[src/rtl/anton_neopixel_stream_logic.sv]
// anton_neopixel_stream_logic: bit-stream sequencer for the NeoPixel controller.
// Walks pixel/bit/pattern-slot indices while transmitting, then holds the latch low period.
`default_nettype none

`ifndef BUFFER_END_DEFAULT
`define BUFFER_END_DEFAULT 255
`endif
`ifndef ENUM_STATE_RESET
`define ENUM_STATE_RESET 1'b0
`endif
`ifndef ENUM_STATE_TRANSMIT
`define ENUM_STATE_TRANSMIT 1'b1
`endif
`ifndef CLOG2
`define CLOG2(x) $clog2(x)
`endif

module anton_neopixel_stream_logic #(
  parameter int BUFFER_END   = `BUFFER_END_DEFAULT,
  parameter int RESET_DELAY  = 400,
  localparam int BUFFER_BITS = `CLOG2(BUFFER_END+1)
) (
  input  logic                   clk7mhz,
  input  logic                   syncRstN,
  input  logic                   reg_ctrl_run,
  input  logic                   reg_ctrl_loop,
  input  logic                   reg_ctrl_32bit,
  input  logic [BUFFER_BITS-1:0] reg_max,
  output logic                   state,
  output logic [BUFFER_BITS-1:0] pixel_index,
  output logic [4:0]             pixel_bit_index,
  output logic [2:0]             bit_pattern_index,
  output logic                   stream_sync,
  output logic                   reg_ctrl_run_clear
);

  localparam int CNT_BITS = (RESET_DELAY > 2) ? $clog2(RESET_DELAY) : 1;
  localparam logic [CNT_BITS-1:0]  RD_LAST = CNT_BITS'(RESET_DELAY - 1);
  localparam logic [CNT_BITS-1:0]  RD_PRE  = CNT_BITS'(RESET_DELAY - 2);
  localparam logic [BUFFER_BITS:0] END_V   = (BUFFER_BITS+1)'(BUFFER_END);

  typedef enum logic {
    ST_RESET    = `ENUM_STATE_RESET,
    ST_TRANSMIT = `ENUM_STATE_TRANSMIT
  } state_t;

  state_t                 state_q, state_d;
  logic [CNT_BITS-1:0]    cnt_q, cnt_d;
  logic                   frame_sent_q, frame_sent_d;
  logic                   mode32_q, mode32_d;
  logic [BUFFER_BITS-1:0] max_q, max_d;
  logic [BUFFER_BITS-1:0] pix_q, pix_d;
  logic [4:0]             bit_q, bit_d;
  logic [2:0]             pat_q, pat_d;
  logic                   sync_q, sync_d;
  logic                   clear_q, clear_d;

  logic [BUFFER_BITS-1:0] step;
  logic                   last_pixel;
  logic                   pixel_done;

  always_ff @(posedge clk7mhz) begin
    if (!syncRstN) begin
      state_q      <= ST_RESET;
      cnt_q        <= '0;
      frame_sent_q <= 1'b0;
      mode32_q     <= 1'b0;
      max_q        <= '0;
      pix_q        <= '0;
      bit_q        <= 5'd23;
      pat_q        <= 3'd0;
      sync_q       <= 1'b0;
      clear_q      <= 1'b0;
    end else begin
      state_q      <= state_d;
      cnt_q        <= cnt_d;
      frame_sent_q <= frame_sent_d;
      mode32_q     <= mode32_d;
      max_q        <= max_d;
      pix_q        <= pix_d;
      bit_q        <= bit_d;
      pat_q        <= pat_d;
      sync_q       <= sync_d;
      clear_q      <= clear_d;
    end
  end

  always_comb begin
    state_d      = state_q;
    cnt_d        = cnt_q;
    frame_sent_d = frame_sent_q;
    mode32_d     = mode32_q;
    max_d        = max_q;
    pix_d        = pix_q;
    bit_d        = bit_q;
    pat_d        = pat_q;
    sync_d       = 1'b0;
    clear_d      = 1'b0;

    step       = mode32_q ? BUFFER_BITS'(4) : BUFFER_BITS'(1);
    // The overflow guard stops a frame before the index could run past the buffer.
    last_pixel = (mode32_q ? (pix_q[BUFFER_BITS-1:2] == max_q[BUFFER_BITS-1:2])
                           : (pix_q == max_q))
               || (({1'b0, pix_q} + {1'b0, step}) > END_V);
    pixel_done = (pat_q == 3'd7) && (bit_q == 5'd0);

    case (state_q)
      ST_RESET: begin
        if (cnt_q == RD_LAST) begin
          cnt_d = '0;
          // The clear pulse is on the output this cycle, so it decides the branch.
          if (clear_q) begin
            frame_sent_d = 1'b0;
          end else if (reg_ctrl_run) begin
            state_d  = ST_TRANSMIT;
            mode32_d = reg_ctrl_32bit;
            max_d    = reg_max;
          end
        end else begin
          cnt_d = cnt_q + 1'b1;
          // Registered pulses are launched one cycle early to land in the final latch cycle.
          if (cnt_q == RD_PRE) begin
            sync_d  = 1'b1;
            clear_d = frame_sent_q && !reg_ctrl_loop;
          end
        end
      end

      ST_TRANSMIT: begin
        pat_d = pat_q + 3'd1;
        if ((pixel_done && last_pixel) || !reg_ctrl_run) begin
          state_d      = ST_RESET;
          cnt_d        = '0;
          pix_d        = '0;
          bit_d        = 5'd23;
          pat_d        = 3'd0;
          frame_sent_d = frame_sent_q || (pixel_done && last_pixel);
        end else if (pat_q == 3'd7) begin
          if (bit_q == 5'd0) begin
            bit_d = 5'd23;
            pix_d = pix_q + step;
          end else begin
            bit_d = bit_q - 5'd1;
          end
        end
      end

      default: state_d = ST_RESET;
    endcase
  end

  assign state              = state_q;
  assign pixel_index        = pix_q;
  assign pixel_bit_index    = bit_q;
  assign bit_pattern_index  = pat_q;
  assign stream_sync        = sync_q;
  assign reg_ctrl_run_clear = clear_q;

endmodule

`default_nettype wire
[config.mk]
export PLATFORM = sky130hd
export DESIGN_NAME = anton_neopixel_stream_logic
export DESIGN_NICKNAME = d
export VERILOG_FILES = /design/src/rtl/anton_neopixel_stream_logic.sv
export SDC_FILE = /design/constraint.sdc
export NUM_CORES = 1
export LEC_CHECK = 0
export ABC_AREA = 1
export ABC_CLOCK_PERIOD_IN_PS = 1600
export BUFFER_PORTS_ARGS = -buffer_cell sky130_fd_sc_hd__buf_2
export CORE_UTILIZATION = 50
export CTS_CLUSTER_DIAMETER = 40
export CTS_CLUSTER_SIZE = 16
export DETAILED_ROUTE_END_ITERATION = 12
export PLACE_DENSITY = 0.72
export SYNTH_ARGS = -nofsm -noshare
export SYNTH_HDL_FRONTEND = slang
export SYNTH_SLANG_ARGS = --single-unit
[constraint.sdc]
create_clock -name clk7mhz -period 1.6 [get_ports clk7mhz]
set_clock_uncertainty 0.05 [all_clocks]
set_input_delay 0.32 -clock clk7mhz [delete_from_list [all_inputs] [get_ports clk7mhz]]
set_output_delay 0.32 -clock clk7mhz [all_outputs]
set_load 0.01 [all_outputs]
======== After elaboration in Yosys (flattened, before gate mapping) ========
Index checks and enable logic that the tools add are counted.
word-level totals
  bits in registers ....................... 38
  bits of input ports ..................... 13
  output and inout bits ................... 19
  logic and storage cells ................. 67
operators by class
  $add $sub $neg .......................... 5
  magnitude comparators ................... 1
  eq/ne operators ......................... 8
  muxes and demuxes ....................... 22
  bitwise logic cells ..................... 4
  reduce and logical (&&, ||, !) cells .... 17
operator list
  cell                                                                   count
  8-bit 2-to-1 mux                                                       3
  9-bit equality test (second input constant)                            2
  9-bit 2-to-1 mux                                                       2
  9-bit case mux with 2 select lines                                     1
  5-bit 2-to-1 mux                                                       3
  8-bit by 3-bit adder with 9-bit output                                 1
  9-bit by 1-bit adder with 9-bit output (second input constant)         1
  9-bit by 8-bit > comparator with 1-bit output (second input constant)  1
  1-bit 2-to-1 mux                                                       9
  8-bit by 3-bit adder with 8-bit output                                 1
  8-bit equality test                                                    1
  6-bit equality test                                                    1
  3-bit 2-to-1 mux                                                       2
  3-bit AND reduction                                                    2
  5-bit logical NOT                                                      1
  5-bit by 1-bit subtractor with 5-bit output (second input constant)    1
  2-bit != test (second input constant)                                  2
  1-bit NOT                                                              4
  1-bit case mux with 2 select lines                                     2
  4-bit AND reduction                                                    1
  2-bit nonzero test                                                     2
  4-bit OR reduction                                                     1
  3-bit by 1-bit adder with 3-bit output (second input constant)         1
  3-bit equality test (second input constant)                            1
  other kinds (6)                                                        11

======== Longest topological paths before layout ========
  word-level depth ........................ 8
  gate-level depth with buffers ........... 14
  mapped depth without buffers ............ 14

======== Worst setup path after synthesis ========
OpenSTA, ideal clock, no wires.
  path kind ............................... register to register
  start ................................... register pix_q[0], in the netlist pixel_index[0]
  end ..................................... register bit_q[0], in the netlist pixel_bit_index[0]
  setup time .............................. 115 ps
  data arrival time ....................... 1633 ps
  data required time ...................... 1435 ps
  slack ................................... -198 ps
  cell stages (with the launch flop) ...... 14
  path buffers ............................ 0
  period minus slack after synthesis ...... 1798 ps
  cell sequence ........................... dfxtp_1 ha_1 ha_1 nand2_1 nand2_1 nand2_1 nor2_1 o21bai_2 nand2_2 nand2_2 nand2_4 nand2_8 nor2_2 nand2_1
between the ends
  word-level cells in the longest chain between the ends .. 7
  elaborated cells between the ends (all ways) .. 10
  those cells by class .................... add/sub: 1; order compare: 1; eq/ne: 1; mux: 2; reduce/logical: 5
RTL lines
  item                                                                                      line      RTL
  from (decl)                                                                               52        logic [BUFFER_BITS-1:0] pix_q, pix_d;
  from (signal assigned)                                                                    80        pix_q <= pix_d;
  8-bit by 3-bit adder with 9-bit output / 8-bit equality test (equally long branches)      104, 103
  9-bit by 8-bit > comparator with 1-bit output / 1-bit 2-to-1 mux (equally long branches)  104, 102
  1-bit logical OR *                                                                        104       || (({1'b0, pix_q} + {1'b0, step}) > END_V);
  1-bit logical AND *                                                                       131       if ((pixel_done && last_pixel) || !reg_ctrl_run) begin
  1-bit logical OR *                                                                        131
  2-bit nonzero test (no line)                                                              -
  2-bit AND reduction (no line)                                                             -
  to (signal assigned)                                                                      81        bit_q <= bit_d;
  to (decl)                                                                                 53        logic [4:0] bit_q, bit_d;
Every way passes the cells marked *; elsewhere a longest branch is shown, timed or not.
A chain may end at the register's enable or synchronous reset.

======== Final worst setup path ========
  start ................................... register mode32_q
  end ..................................... register pix_q[7], in the netlist pixel_index[7]
between the ends
  word-level cells in the longest chain between the ends .. 8
  elaborated cells between the ends (all ways) .. 14
  those cells by class .................... add/sub: 2; order compare: 1; mux: 5; reduce/logical: 6
RTL lines
  item                                           line  RTL
  from (decl)                                    50    logic mode32_q, mode32_d;
  from (signal assigned)                         78    mode32_q <= mode32_d;
  3-bit 2-to-1 mux                               100   step = mode32_q ? BUFFER_BITS'(4) : BUFFER_BITS'(1);
  8-bit by 3-bit adder with 9-bit output         104
  9-bit by 8-bit > comparator with 1-bit output  104
  1-bit logical OR                               104
  1-bit logical AND                              131
  1-bit logical OR                               131
  2-bit nonzero test (no line)                   -
  3-bit AND reduction (no line)                  -
Several ways; a longest one is shown, not always the timed one. The select of a mux whose other input is x is not followed.

==> flow_summary.ini <==
[global_route]
antenna_found_initial = 0
grt_max_degree = 12
grt_pass1_vias = 1823
grt.overflow.total = 0
global_route_wire_length_before_repair_um = 7300
track_usage_pct = 22.21

[setup_path]
critical_path.cell_chain = inv_2, ha_4, ha_4, nand2_2, nand2_2, nand2_2, nor2_2, o21bai_4, nand2_4, nand2_4, nand2_8, buf_12, nand2_4, nor3_2
setup.worst_path.start_class = flip-flop
delay_of_the_slowest_cell_on_the_worst_path_ns = 0.34
total_buffers_and_inverters_traversed_by_the_critical_path = 2
beginning_of_the_critical_path = mode32_q$_SDFFE_PN0P_
critPathArrivalTime_ns = 1.98
crit-reg2reg-capture = pixel_index[7]$_SDFFE_PN0P_
critical-path-top-delay-family = simple AND/OR/NAND/NOR gates
critical_path.max_fanout = 4
r2r.worst_path.cells = 14
crit_type = reg -> reg
critPathRequiredTime_ns = 1.77
crit_path_end_kind = flip-flop
cp_slowest_cell = dfxtp_2
regToRegSetupSlack_ns = -0.21
worstReg2RegStart = mode32_q$_SDFFE_PN0P_

[run_status]
failed_checks = setup timing
status = complete, but fails checks

[synthesis]
yosys_warnings = 0
synthCells = 278
synth.net_count = 299
avg_inst_size_synth_um2 = 7.215
synth_cell_types = 34
seq_area_frac_synth_pct = 37.93
postSynthRegisterBits = 38
synthesis.area_mm2 = 0.002006

[flow_run]
max_cap_violations = 0

[clock_tree]
tritoncts = done
clock_latency_ns = 0.29
number_of_clock_buffers_inserted_by_tritoncts = 5
ctsHtreeMaxLevel = 2
numClockSinks = 38
clkSlewWorstSetupHoldPaths_ns = 0.07
clock_path_buffers = 2
cts-hold-fix-buffers = 0
clk_root_buffer_cell = clkbuf_8

[routing]
routed_wirelength_um = 4691
first_iter_violations = 118
post_drt_wl_per_cell_um = 11.82
detail_route.first_pass.iterations = 4
route.vias.total = 1983
drc = 0
vias_per_cell = 4.995
ant_nets = 0

[cells_and_area]
stdcell_count = 397
final_net_count = 369
fill_cells = 307
postLayoutCellArea_mm2 = 0.002686
final_layout_size_suffix_gt1_share_pct = 33.81
antenna-diode-count = 0
area_growth_syn_to_layout_pct = 33.94

[placement]
port_buffers = 31
numPlacedInstances = 382
cell_area_reported_after_detailed_placement_mm2 = 0.002455
post-dp-hpwl_um = 3255
routabilityCongestion = 0.8145

[timing]
slew_at_the_pin_closest_to_its_max_slew_limit_ns = 0.2803
finalWorstPathRequiredPeriod_ns = 1.810
setup_total_negative_slack_ns = -3.577
setup_violation_total_in_the_final_timing_report = 27
relSlewSlack_pct = 81.19
period_share_pct = 113.2
timing.final.hold_violations = 0
fin_ws_ns = -0.2104
rsz0062_at_grt = true
final-max-slew-violation-count = 0
maxClockFrequency_mhz = 552.4

[floorplan]
floorplan.rows = 22
total_i_o_pin_count = 32
die-height_um = 65.34
floorplan.initialDensity_pct = 53.58
dieArea_mm2 = 0.004269
chipWidth_um = 65.34
design.core.area_mm2 = 0.003744

[power]
total_leakage_power_nw = 1.192
pwr_density_cell_mw_per_mm2 = 640.3
worst_ir_drop_vdd_v = 0.0004902

[worst_hold_path]
holdCritStartpoint = reg_ctrl_loop
hold_path_end = reg_ctrl_run_clear$_SDFF_PP0_
hold_path_class = in -> reg
worstHoldPathCells = 2
## routing by layer
| layer | vias up | global-route usage (%) | part of all wire [%] |
|---|---|---|---|
| li1 | 1026 | - | - |
| met1 | 917 | 26.07 | 44 |
| met2 | 35 | 38.53 | 51 |
| met3 | 5 | 5.556 | 4.0 |
| met4 | 0 | 8.424 | 0.94 |
| met5 | - | 0 | 0 |
## per-stage QoR
stage          util [%]  setup slack (ns)  total power, mW  hold WS, ns
6_report          71.76           -0.2104            1.720       0.1418
4_1_cts           68.92           -0.1197            1.725       0.1363
3_5_place_dp      65.57           -0.1076            1.056       0.4032
5_1_grt           71.76           -0.2669            1.784       0.1308
3_3_place_gp      65.57          -0.06877            1.054       0.3867
2_1_floorplan         -          -0.04111            1.020       0.3487
## flip-flops by register name, summed over array words and instances (netlist names)
register            cells
state                   1
bit_pattern_index       3
pixel_index             8
pixel_bit_index         5
stream_sync             1
reg_ctrl_run_clear      1
frame_sent_q            1
cnt_q                   9
max_q                   8
mode32_q                1
## Yosys cell counts, drive strengths merged
library cell / n / area share, %
o21ai: 21 / 5.4
ha: 8 / 5.0
nand3: 15 / 4.0
clkinv: 1 / 0.19
nor4: 1 / 0.31
nand2: 70 / 15
a31oi: 1 / 0.31
o2111ai: 1 / 0.44
xnor2: 2 / 0.87
or2: 3 / 0.94
xor2: 5 / 2.2
dfxtp: 38 / 38
inv: 46 / 8.9
a21oi: 25 / 7.0
nand4: 5 / 1.9
o21bai: 1 / 0.56
nor3: 10 / 3.2
clkbuf: 1 / 0.19
buf: 2 / 0.81
nor2: 22 / 5.2
## how the worst max path moves through the flow
stage,cells after the start,to
global route,14,pixel_bit_index[4]$_SDFFE_PN1P_
global placement,14,pixel_bit_index[4]$_SDFFE_PN1P_
finish,14,pixel_index[7]$_SDFFE_PN0P_
CTS,14,pixel_bit_index[4]$_SDFFE_PN1P_
detailed placement,13,pixel_index[7]$_SDFFE_PN0P_
floorplan,14,pixel_bit_index[0]$_SDFFE_PN1P_
## layout make-up
| cell class | instances | area (um^2) | share of cell area [%] |
|---|---|---|---|
| Inverter | 47 | 186.4 | 6.940 |
| Clock buffer | 7 | 86.33 | 3.214 |
| Clock inverter | 1 | 5.005 | 0.1863 |
| Tap cell | 48 | 60.06 | 2.236 |
| Multi-Input combinational cell | 191 | 1152 | 42.90 |
| Sequential cell | 38 | 765.7 | 28.50 |
| Timing Repair Buffer | 65 | 430.4 | 16.02 |
## cell usage in the layout, fill, tap and decap left out, types with 3 or more instances in the layout
master and count:
nand4_1 4, nor3_2 3, nor2_2 6, a21oi_1 23
nand3_1 14, inv_2 5, dfxtp_1 34, or2_2 3
buf_2 31, buf_4 31, nand2_4 4, o21ai_0 19
ha_1 6, dfxtp_2 4, nor2_4 4, nor3_1 6
clkbuf_8 6, nor2_1 12, nand2_1 62, xor2_1 5
inv_1 38, nand2_2 3
## cells by family (layout without fill, tap and decap cells)
logic type | after synthesis | in the layout | synth area share (%)
compound gates | 49 | 49 | 13.73
xor+xnor | 7 | 7 | 3.057
fa+ha+maj | 8 | 8 | 4.991
buf+inv | 50 | 120 | 10.04
flops | 38 | 38 | 37.93
simple gates | 126 | 127 | 30.26
## worst register-to-register path, delay by kind of cell, from the launching register on
kind	cells	cell delay [ns]
buffers and inverters	2	0.16
flip-flops	1	0.34
AND/OR/NAND/NOR	9	0.73
adder cells (fa/ha/maj)	2	0.31
AO/OA/AOI/OAI	1	0.17
## power breakdown
group	switching, mW	internal, mW	total [mW]
logic	0.0495	0.0394	0.0890
registers	0.00392	0.951	0.955
clock network	0.328	0.348	0.676
## timing repair
item,CTS,global route
gates cloned,0,1
pin swaps,2,15
gates resized for setup,5,17
buffers inserted,2,4
setup endpoints to repair,25,33
(Power assumes the default switching activity.)
